File: src/rtl/cpu_pkg.sv
// Shared constants for the CPU register-file slice.
// Holds default data/address widths, the hardwired-zero register index and
// the field widths used by the writeback trace record.
package cpu_pkg;
    localparam int DW_DEF   = 32;
    localparam int AW_DEF   = 5;
    localparam int REG_ZERO = 0;
    localparam int TR_PC_W  = 32;
    localparam int TR_CNT_W = 32;
endpackage

File: src/rtl/grf_scoreboard.sv
// Pending-write scoreboard for the general register file.
// Tracks outstanding writes per register, gates issue when a counter is full,
// reports per-read-port busy and a sticky underflow error.
// Ports:
//   clk, reset        clock, async active-high reset
//   i_rd_addr         packed read addresses (NR x AW)
//   o_rd_busy         per read port: addressed register has pending writes
//   i_we, i_wa        writeback enable / address
//   i_iss_valid/addr  issue of an instruction writing i_iss_addr
//   o_iss_ready       combinational issue acceptance
//   o_sb_err          sticky error: writeback with no pending write
module grf_scoreboard
    import cpu_pkg::*;
#(
    parameter int AW = AW_DEF,
    parameter int NR = 2,
    parameter int PW = 2
) (
    input  logic             clk,
    input  logic             reset,
    input  logic [NR*AW-1:0] i_rd_addr,
    output logic [NR-1:0]    o_rd_busy,
    input  logic             i_we,
    input  logic [AW-1:0]    i_wa,
    input  logic             i_iss_valid,
    input  logic [AW-1:0]    i_iss_addr,
    output logic             o_iss_ready,
    output logic             o_sb_err
);
    localparam int DEPTH = 2**AW;
    localparam logic [PW-1:0] CNT_MAX = '1;
    localparam logic [AW-1:0] ZERO_A  = AW'(REG_ZERO);

    logic [PW-1:0]    r_cnt [DEPTH];
    logic [DEPTH-1:0] w_iss_hit;
    logic [DEPTH-1:0] w_wb_hit;
    logic             w_underflow;

    always_comb begin
        // a writeback to the same register this cycle frees a slot
        o_iss_ready = !((i_iss_addr != ZERO_A) && (r_cnt[i_iss_addr] == CNT_MAX)
                        && !(i_we && (i_wa == i_iss_addr)));
        w_iss_hit = '0;
        w_wb_hit  = '0;
        if (i_iss_valid && o_iss_ready && (i_iss_addr != ZERO_A))
            w_iss_hit[i_iss_addr] = 1'b1;
        if (i_we && (i_wa != ZERO_A))
            w_wb_hit[i_wa] = 1'b1;
        w_underflow = 1'b0;
        for (int r = 0; r < DEPTH; r++)
            if (w_wb_hit[r] && !w_iss_hit[r] && (r_cnt[r] == '0))
                w_underflow = 1'b1;
        for (int k = 0; k < NR; k++)
            o_rd_busy[k] = (r_cnt[i_rd_addr[k*AW +: AW]] != '0);
    end

    always_ff @(posedge clk or posedge reset) begin
        if (reset) begin
            for (int r = 0; r < DEPTH; r++)
                r_cnt[r] <= '0;
            o_sb_err <= 1'b0;
        end else begin
            for (int r = 0; r < DEPTH; r++) begin
                if (w_iss_hit[r] && !w_wb_hit[r])
                    r_cnt[r] <= r_cnt[r] + PW'(1);
                else if (w_wb_hit[r] && !w_iss_hit[r] && (r_cnt[r] != '0))
                    r_cnt[r] <= r_cnt[r] - PW'(1);
            end
            if (w_underflow)
                o_sb_err <= 1'b1;
        end
    end
endmodule

File: src/rtl/grf_multi.sv
// Multi-port general register file for the pipelined CPU.
// NR combinational read ports with optional same-cycle write bypass, one
// synchronous write port, pending-write scoreboard and a registered
// writeback trace channel. Register 0 reads as zero and ignores writes.
// Ports:
//   clk, reset               clock, async active-high reset
//   rd_addr / rd_data        packed read addresses / data
//   rd_busy                  per read port pending-write flag
//   we, wa, wd, wpc          write port and PC of the writing instruction
//   iss_valid, iss_addr      issue of an instruction writing iss_addr
//   iss_ready                combinational issue acceptance
//   trace_*                  one-cycle-delayed record of each accepted write
//   sb_err                   sticky scoreboard underflow
module grf_multi
    import cpu_pkg::*;
#(
    parameter int DW     = DW_DEF,
    parameter int AW     = AW_DEF,
    parameter int NR     = 2,
    parameter int BYPASS = 1,
    parameter int PW     = 2,
    parameter int CW     = TR_CNT_W
) (
    input  logic               clk,
    input  logic               reset,
    input  logic [NR*AW-1:0]   rd_addr,
    output logic [NR*DW-1:0]   rd_data,
    output logic [NR-1:0]      rd_busy,
    input  logic               we,
    input  logic [AW-1:0]      wa,
    input  logic [DW-1:0]      wd,
    input  logic [TR_PC_W-1:0] wpc,
    input  logic               iss_valid,
    input  logic [AW-1:0]      iss_addr,
    output logic               iss_ready,
    output logic               trace_valid,
    output logic [TR_PC_W-1:0] trace_pc,
    output logic [AW-1:0]      trace_addr,
    output logic [DW-1:0]      trace_data,
    output logic [CW-1:0]      trace_cnt,
    output logic               sb_err
);
    localparam int DEPTH = 2**AW;
    localparam logic [AW-1:0] ZERO_A = AW'(REG_ZERO);

    logic [DW-1:0]      r_regs [DEPTH];
    logic               r_trace_valid;
    logic [TR_PC_W-1:0] r_trace_pc;
    logic [AW-1:0]      r_trace_addr;
    logic [DW-1:0]      r_trace_data;
    logic [CW-1:0]      r_trace_cnt;
    logic [CW-1:0]      r_wcnt;
    logic               w_wr_acc;

    assign w_wr_acc = we && (wa != ZERO_A);

    always_comb begin
        rd_data = '0;
        for (int k = 0; k < NR; k++) begin
            logic [AW-1:0] ra;
            ra = rd_addr[k*AW +: AW];
            if (ra == ZERO_A)
                rd_data[k*DW +: DW] = '0;
            else if ((BYPASS != 0) && we && (wa == ra))
                rd_data[k*DW +: DW] = wd;
            else
                rd_data[k*DW +: DW] = r_regs[ra];
        end
    end

    always_ff @(posedge clk or posedge reset) begin
        if (reset) begin
            for (int r = 0; r < DEPTH; r++)
                r_regs[r] <= '0;
            r_trace_valid <= 1'b0;
            r_trace_pc    <= '0;
            r_trace_addr  <= '0;
            r_trace_data  <= '0;
            r_trace_cnt   <= '0;
            r_wcnt        <= '0;
        end else begin
            r_trace_valid <= w_wr_acc;
            if (w_wr_acc) begin
                r_regs[wa]   <= wd;
                r_trace_pc   <= wpc;
                r_trace_addr <= wa;
                r_trace_data <= wd;
                r_trace_cnt  <= r_wcnt;
                r_wcnt       <= r_wcnt + CW'(1);
            end
        end
    end

    assign trace_valid = r_trace_valid;
    assign trace_pc    = r_trace_pc;
    assign trace_addr  = r_trace_addr;
    assign trace_data  = r_trace_data;
    assign trace_cnt   = r_trace_cnt;

    grf_scoreboard #(
        .AW (AW),
        .NR (NR),
        .PW (PW)
    ) u_sb (
        .clk         (clk),
        .reset       (reset),
        .i_rd_addr   (rd_addr),
        .o_rd_busy   (rd_busy),
        .i_we        (we),
        .i_wa        (wa),
        .i_iss_valid (iss_valid),
        .i_iss_addr  (iss_addr),
        .o_iss_ready (iss_ready),
        .o_sb_err    (sb_err)
    );
endmodule

File: config.mk
export PLATFORM = sky130hd
export DESIGN_NAME = grf_multi
export DESIGN_NICKNAME = d
export VERILOG_FILES = /design/src/rtl/cpu_pkg.sv /design/src/rtl/grf_scoreboard.sv /design/src/rtl/grf_multi.sv
export SDC_FILE = /design/constraint.sdc
export NUM_CORES = 2
export LEC_CHECK = 0
export CORE_MARGIN = 3
export CORE_UTILIZATION = 31
export CTS_CLUSTER_SIZE = 14
export DETAILED_ROUTE_END_ITERATION = 16
export PLACE_DENSITY = 0.48
export RECOVER_POWER = 100
export SLEW_MARGIN = 20
export SYNTH_ARGS = -nofsm -noshare
export SYNTH_HDL_FRONTEND = slang
export SYNTH_SLANG_ARGS = --single-unit
File: constraint.sdc
create_clock -name clk -period 55.3 [get_ports clk]
set_input_delay 8.295 -clock clk [delete_from_list [all_inputs] [get_ports clk]]
set_output_delay 8.295 -clock clk [all_outputs]
set_load 0.02 [all_outputs]
Word-level counts from Yosys, hierarchy flattened:

Cells that the tools add are included.

* reductions and logical operators: 307
* $add $sub $neg: 65
* bitwise operators: 4
* multiplexer cells: 124
* equal/unequal tests: 4
* magnitude comparators: 9

Operator list (count)
* bitwise mux 1024 bit: 1
* 2-to-1 mux 32 bit: 11
* binary-select mux 32 bit (select 5 bit): 2
* demux 32 bit (select 5 bit): 1
* 2-to-1 mux 2 bit: 70
* logical AND 1 bit: 139
* nonzero test 2 bit: 66
* logical NOT 1 bit: 66
* adder 2 x 1 -> 2 bit, second input constant: 32
* logical NOT 2 bit: 32
* subtractor 2 x 1 -> 2 bit, second input constant: 32
* 2-to-1 mux 1 bit: 34
* adder 32 x 1 -> 32 bit, second input constant: 1
* binary-select mux 2 bit (select 5 bit): 3
* greater-or-equal comparator 6 bit, second input constant: 4
* inverter 5 -> 6 bit: 4
* == test 5 bit: 3
* less-than comparator 5 x 6 -> 1 bit, second input constant: 2
* demux 1 bit (select 5 bit): 2
* greater-or-equal comparator 5 x 1 -> 1 bit, second input constant: 2
* logical NOT 5 bit: 2
* nonzero test 5 bit: 2
* less-than comparator 6 x 1 -> 1 bit, second input constant: 1
* == test 2 bit, second input constant: 1

* word-level logic and storage cells: 584
* output and inout bits: 170
* register bits: 1223

Logic depth before layout (Yosys ltp):

* depth in word-level cells: 46
* mapped depth: 12
* depth with buffers taken out: 9

Hierarchy:

A second synthesis with hierarchy kept.

* cell total of the unflattened synthesis: 4901
* area, all modules: 66329.9 um^2

By module, submodules not included
* grf_multi: cells an instance 4201, instances 1, area each 60399.2 um^2
* grf_scoreboard: cells an instance 700, instances 1, area each 5930.7 um^2

Least setup slack after synthesis:

Ideal clock, no wire load.

* path type: input -> output
* start: in rd_addr[7]
* end: out rd_data[34]
* stages on the path: 9
* data required time: 47.005 ns
* arrival time: 10.474 ns
* setup slack: 36.531 ns
* path through: clkbuf_1 > buf_2 > buf_2 > buf_2 > clkbuf_1 > a211oi_1 > a211oi_1 > a21oi_1 > a211oi_1

* cells in the longest elaborated chain, start to end: 6

Ends and longest elaborated chain
* start: declaration: RTL line grf_multi.sv:26 `input logic [NR*AW-1:0] rd_addr,`
* inverter 5 -> 6 bit (not written as such): RTL line grf_multi.sv:67 `rd_data[k*DW +: DW] = r_regs[ra];`
* binary-select mux 32 bit (select 5 bit): RTL line grf_multi.sv:67
* 2-to-1 mux 32 bit (not written as such) (2 in series): RTL line grf_multi.sv:67
* 2-to-1 mux 32 bit: RTL line grf_multi.sv:64 `else if ((BYPASS != 0) && we && (wa == ra))`
* 2-to-1 mux 32 bit (*): RTL line grf_multi.sv:62 `if (ra == ZERO_A)`
* end: declaration: RTL line grf_multi.sv:27 `output logic [NR*DW-1:0] rd_data,`

Every way passes the cells marked *; elsewhere a longest branch is shown, timed or not. The select of a mux whose other input is x is not followed.

Final worst setup path:

* start: in rd_addr[0]
* end: out rd_data[30]

The elaborated chain is that of the path after synthesis.

==> flow_summary.json <==
{
  "violations": "max-capacitance violations, max-slew violations",
  "synth_top_family_by_area": "multiplexers",
  "die_h_um": 465,
  "r2r_setup_slack_ns": 50.90,
  "antenna_found_initial": 4,
  "cap_viol_max_count": 69,
  "routed_via_density": 5.48,
  "drtIter0Drc": 3972,
  "yosys_warnings": 0,
  "ctsHoldBuffers": 0,
  "crit_required_ns": 47.01,
  "initial_core_util_pct": 31.4,
  "syn-num-nets": 5312,
  "synth_area_um2": 65400,
  "synthMuxAreaShare_pct": 35.5,
  "crit_type": "input port to primary output",
  "grt_usage_pct": 21.2,
  "min_to": "r_regs[1010]$_DFFE_PP0P_",
  "ios": 258,
  "num_vias": 44800,
  "drive_gt1_share_pct": 31.5,
  "hold_viol_final": 0,
  "cts_setup_buffers": 0,
  "worst_setup_path_start_kind": "input port",
  "cp-startpoint": "rd_addr[0]",
  "first_global_vias": 46200,
  "cts_tree": "done",
  "netlist_instances": 5223,
  "ant_nets": 0,
  "vdd_drop_max_v": 0.0000303,
  "finalSetupViolations": 0,
  "grt_start_max_net_pins": 126,
  "dr.pass1.iters": 7,
  "dp_hpwl_um": 129000,
  "path_cells": "clkbuf_1 > clkbuf_1 > clkbuf_1 > xnor2_1 > nand3_1 > a211oi_1 > dlygate4sd3_1",
  "route.detailed.drc": 0,
  "finalSetupTns_ns": 0,
  "clkSinkCount": 1223,
  "seq_area_frac_synth_pct": 46.8,
  "crit_family": "buffers and inverters",
  "min_from": "r_regs[1010]$_DFFE_PP0P_",
  "final.min_clock_period_ns": 34.62,
  "syn_area_per_cell_um2": 12.5,
  "synthXorXnorAreaFrac_pct": 0.696,
  "synth_edf_count": 0,
  "coreArea_um2": 209000,
  "cts_buffers": 148,
  "cp_num_buf_inv": 4,
  "netSwitchingPower_w": 0.000791,
  "post_cts_resized": 0,
  "max_slew.worst_pin.slew_ns": 7.93,
  "wl_per_cell_um": 28.2,
  "path_clk_slew_ns": 0.06,
  "reg2reg_from": "u_sb.r_cnt[3]$_DFFE_PP0P_",
  "grt_pass1_wl_um": 338000,
  "pwr-share-clk_pct": 36.9,
  "wirelength_um": 230000,
  "die_x_um": 465,
  "clk_path_buf_depth": 3,
  "htree_levels": 4,
  "fmax_mhz": 28.9,
  "ys.flop_type": "dfrtp_1",
  "gp_congestion": 0.858,
  "synth_fa_ha_area_share_pct": 0.0191,
  "crit_top_cell": "clkbuf_1",
  "slowest_delay_ns": 5.87,
  "async_flop_share_pct": 100,
  "swShare_pct": 28.6,
  "p_int_w": 0.00198,
  "synth_compound_area_share_pct": 3.32,
  "synth-simple-area-share_pct": 10.4,
  "slowest_stage": "clkbuf_1",
  "path_max_fanout": 88,
  "final_util_pct": 36.2,
  "p_seq_share_pct": 42.4,
  "holdPathStages": 0,
  "rsz0062_at_grt": "false",
  "arrival_ns": 26.33,
  "cts_root_buf": "clkbuf_16",
  "port_buffers": 257,
  "rows": 167,
  "r2r_cells": 9,
  "yosys.cell_types.count": 83,
  "status": "finished with violations",
  "skew_ns": 0.0383,
  "power.density_nw_per_um2": 36.7,
  "overflow": 0,
  "syn_to_final_growth_pct": 15.3,
  "slew_headroom_pct": -428,
  "timing.rr.end": "u_sb.r_cnt[2]$_DFFE_PP0P_",
  "fin_crit_sh_pct": 62.6,
  "final_max_slew_viol_count": 2885,
  "die-area_um2": 217000,
  "hp-class": "flop to flop",
  "critPathCaptureType": "primary output",
  "clock_latency_ns": 0.81,
  "p_comb_share_pct": 20.7,
  "fin_nets": 5354,
  "p_leak_nw": 33.1,
  "ys_ff_latch": 1223
}
cells in the mapped netlist (8+ instances only):
library cell | number | area, µm²
a21oi_1 | 67 | 335
mux4_2 | 622 | 14000
mux2_2 | 704 | 7930
a31oi_1 | 16 | 100
xor2_1 | 21 | 184
nor2b_1 | 42 | 263
nor2_1 | 174 | 653
or3_1 | 8 | 50.1
and3_1 | 12 | 75.1
nand3_1 | 27 | 135
nand2b_1 | 8 | 50.1
nand2_1 | 1271 | 4770
nor3_1 | 22 | 110
mux2i_1 | 126 | 1260
nor4_1 | 9 | 56.3
nand4_1 | 15 | 93.8
clkbuf_1 | 341 | 1280
a211oi_1 | 125 | 938
o21ai_0 | 43 | 215
buf_2 | 93 | 465
xnor2_1 | 31 | 272
dfrtp_1 | 1223 | 30600
and2_1 | 9 | 56.3
a22oi_1 | 8 | 60.1
buf_1 | 55 | 206
inv_1 | 16 | 60.1
worst max-delay path by stage:
stage / endpoint / depth (start not counted)
floorplan: r_regs[0]$_DFFE_PP0P_ / 1
global placement: rd_data[30] / 7
detailed placement: rd_data[30] / 7
CTS: rd_data[30] / 7
global route: rd_data[30] / 7
finish: rd_data[30] / 7
power groups by stage:
stage | logic, W | clock network (W) | registers (W)
2_1_floorplan | 0.000420 | 0 | 0.00116
3_3_place_gp | 0.000575 | 0 | 0.00118
3_5_place_dp | 0.000584 | 0 | 0.00119
4_1_cts | 0.000586 | 0.00105 | 0.00117
5_1_grt | 0.000619 | 0.00108 | 0.00120
6_report | 0.000573 | 0.00102 | 0.00117
sequential cells by signal, summed over array words and instances (netlist names):
name,count
r_regs,1024
trace_cnt,32
u_sb.r_cnt,64
trace_valid,1
trace_data,32
trace_pc,32
u_sb.o_sb_err,1
r_wcnt,32
trace_addr,5
cells by family after synthesis:
| family | after synthesis |
|---|---|
| fa+ha+maj | 1 |
| buf+inv | 522 |
| flops | 1223 |
| mux | 1453 |
| simple gates | 1650 |
| compound gates | 322 |
| xor+xnor | 52 |
through the flow:
stage	power (W)	hold slack, ns	instance area, µm²	std cells	setup slack, ns
after floorplan	0.00158	0.441	65400	5223	12.55
after global placement	0.00175	0.376	70700	7897	33.49
after detailed placement	0.00177	0.382	70900	7901	33.48
after CTS	0.00281	0.397	75900	8169	33.50
after global routing	0.00290	0.404	75400	8172	18.62
final	0.00277	0.394	75400	8173	20.68
cell usage in the layout (no fill, tap or decap), drive strengths merged, types with 81 or more instances in the layout:
master / Yosys / layout
clkbuf: 341 / 279
a211oi: 125 / 125
buf: 162 / 83
clkdlybuf4s50: 0 / 81
dlygate4sd3: 0 / 166
nand2: 1276 / 1276
nor2: 178 / 178
mux4: 622 / 622
mux2i: 126 / 126
mux2: 705 / 705
dfrtp: 1223 / 1223
metal layers:
| metal | track usage, % | share of wire, % | vias to the layer above |
|---|---|---|---|
| li1 | - | - | 19000 |
| met1 | 28.1 | 42 | 24000 |
| met2 | 35.1 | 48 | 1374 |
| met3 | 3.51 | 5.5 | 404 |
| met4 | 7.26 | 3.8 | 0 |
| met5 | 0 | 0 | - |
layout make-up:
cell class              count  area, µm²
clock inverters            54        761
flip-flops and latches   1223      30600
multi-input cells        3478      32700
clock buffers             214       4310
well taps                2788       3490
repair buffers            395       3450
fillers                 20400     133000
inverters                  19       75.1
diodes                      2       5.00
(Power assumes the default switching activity.)
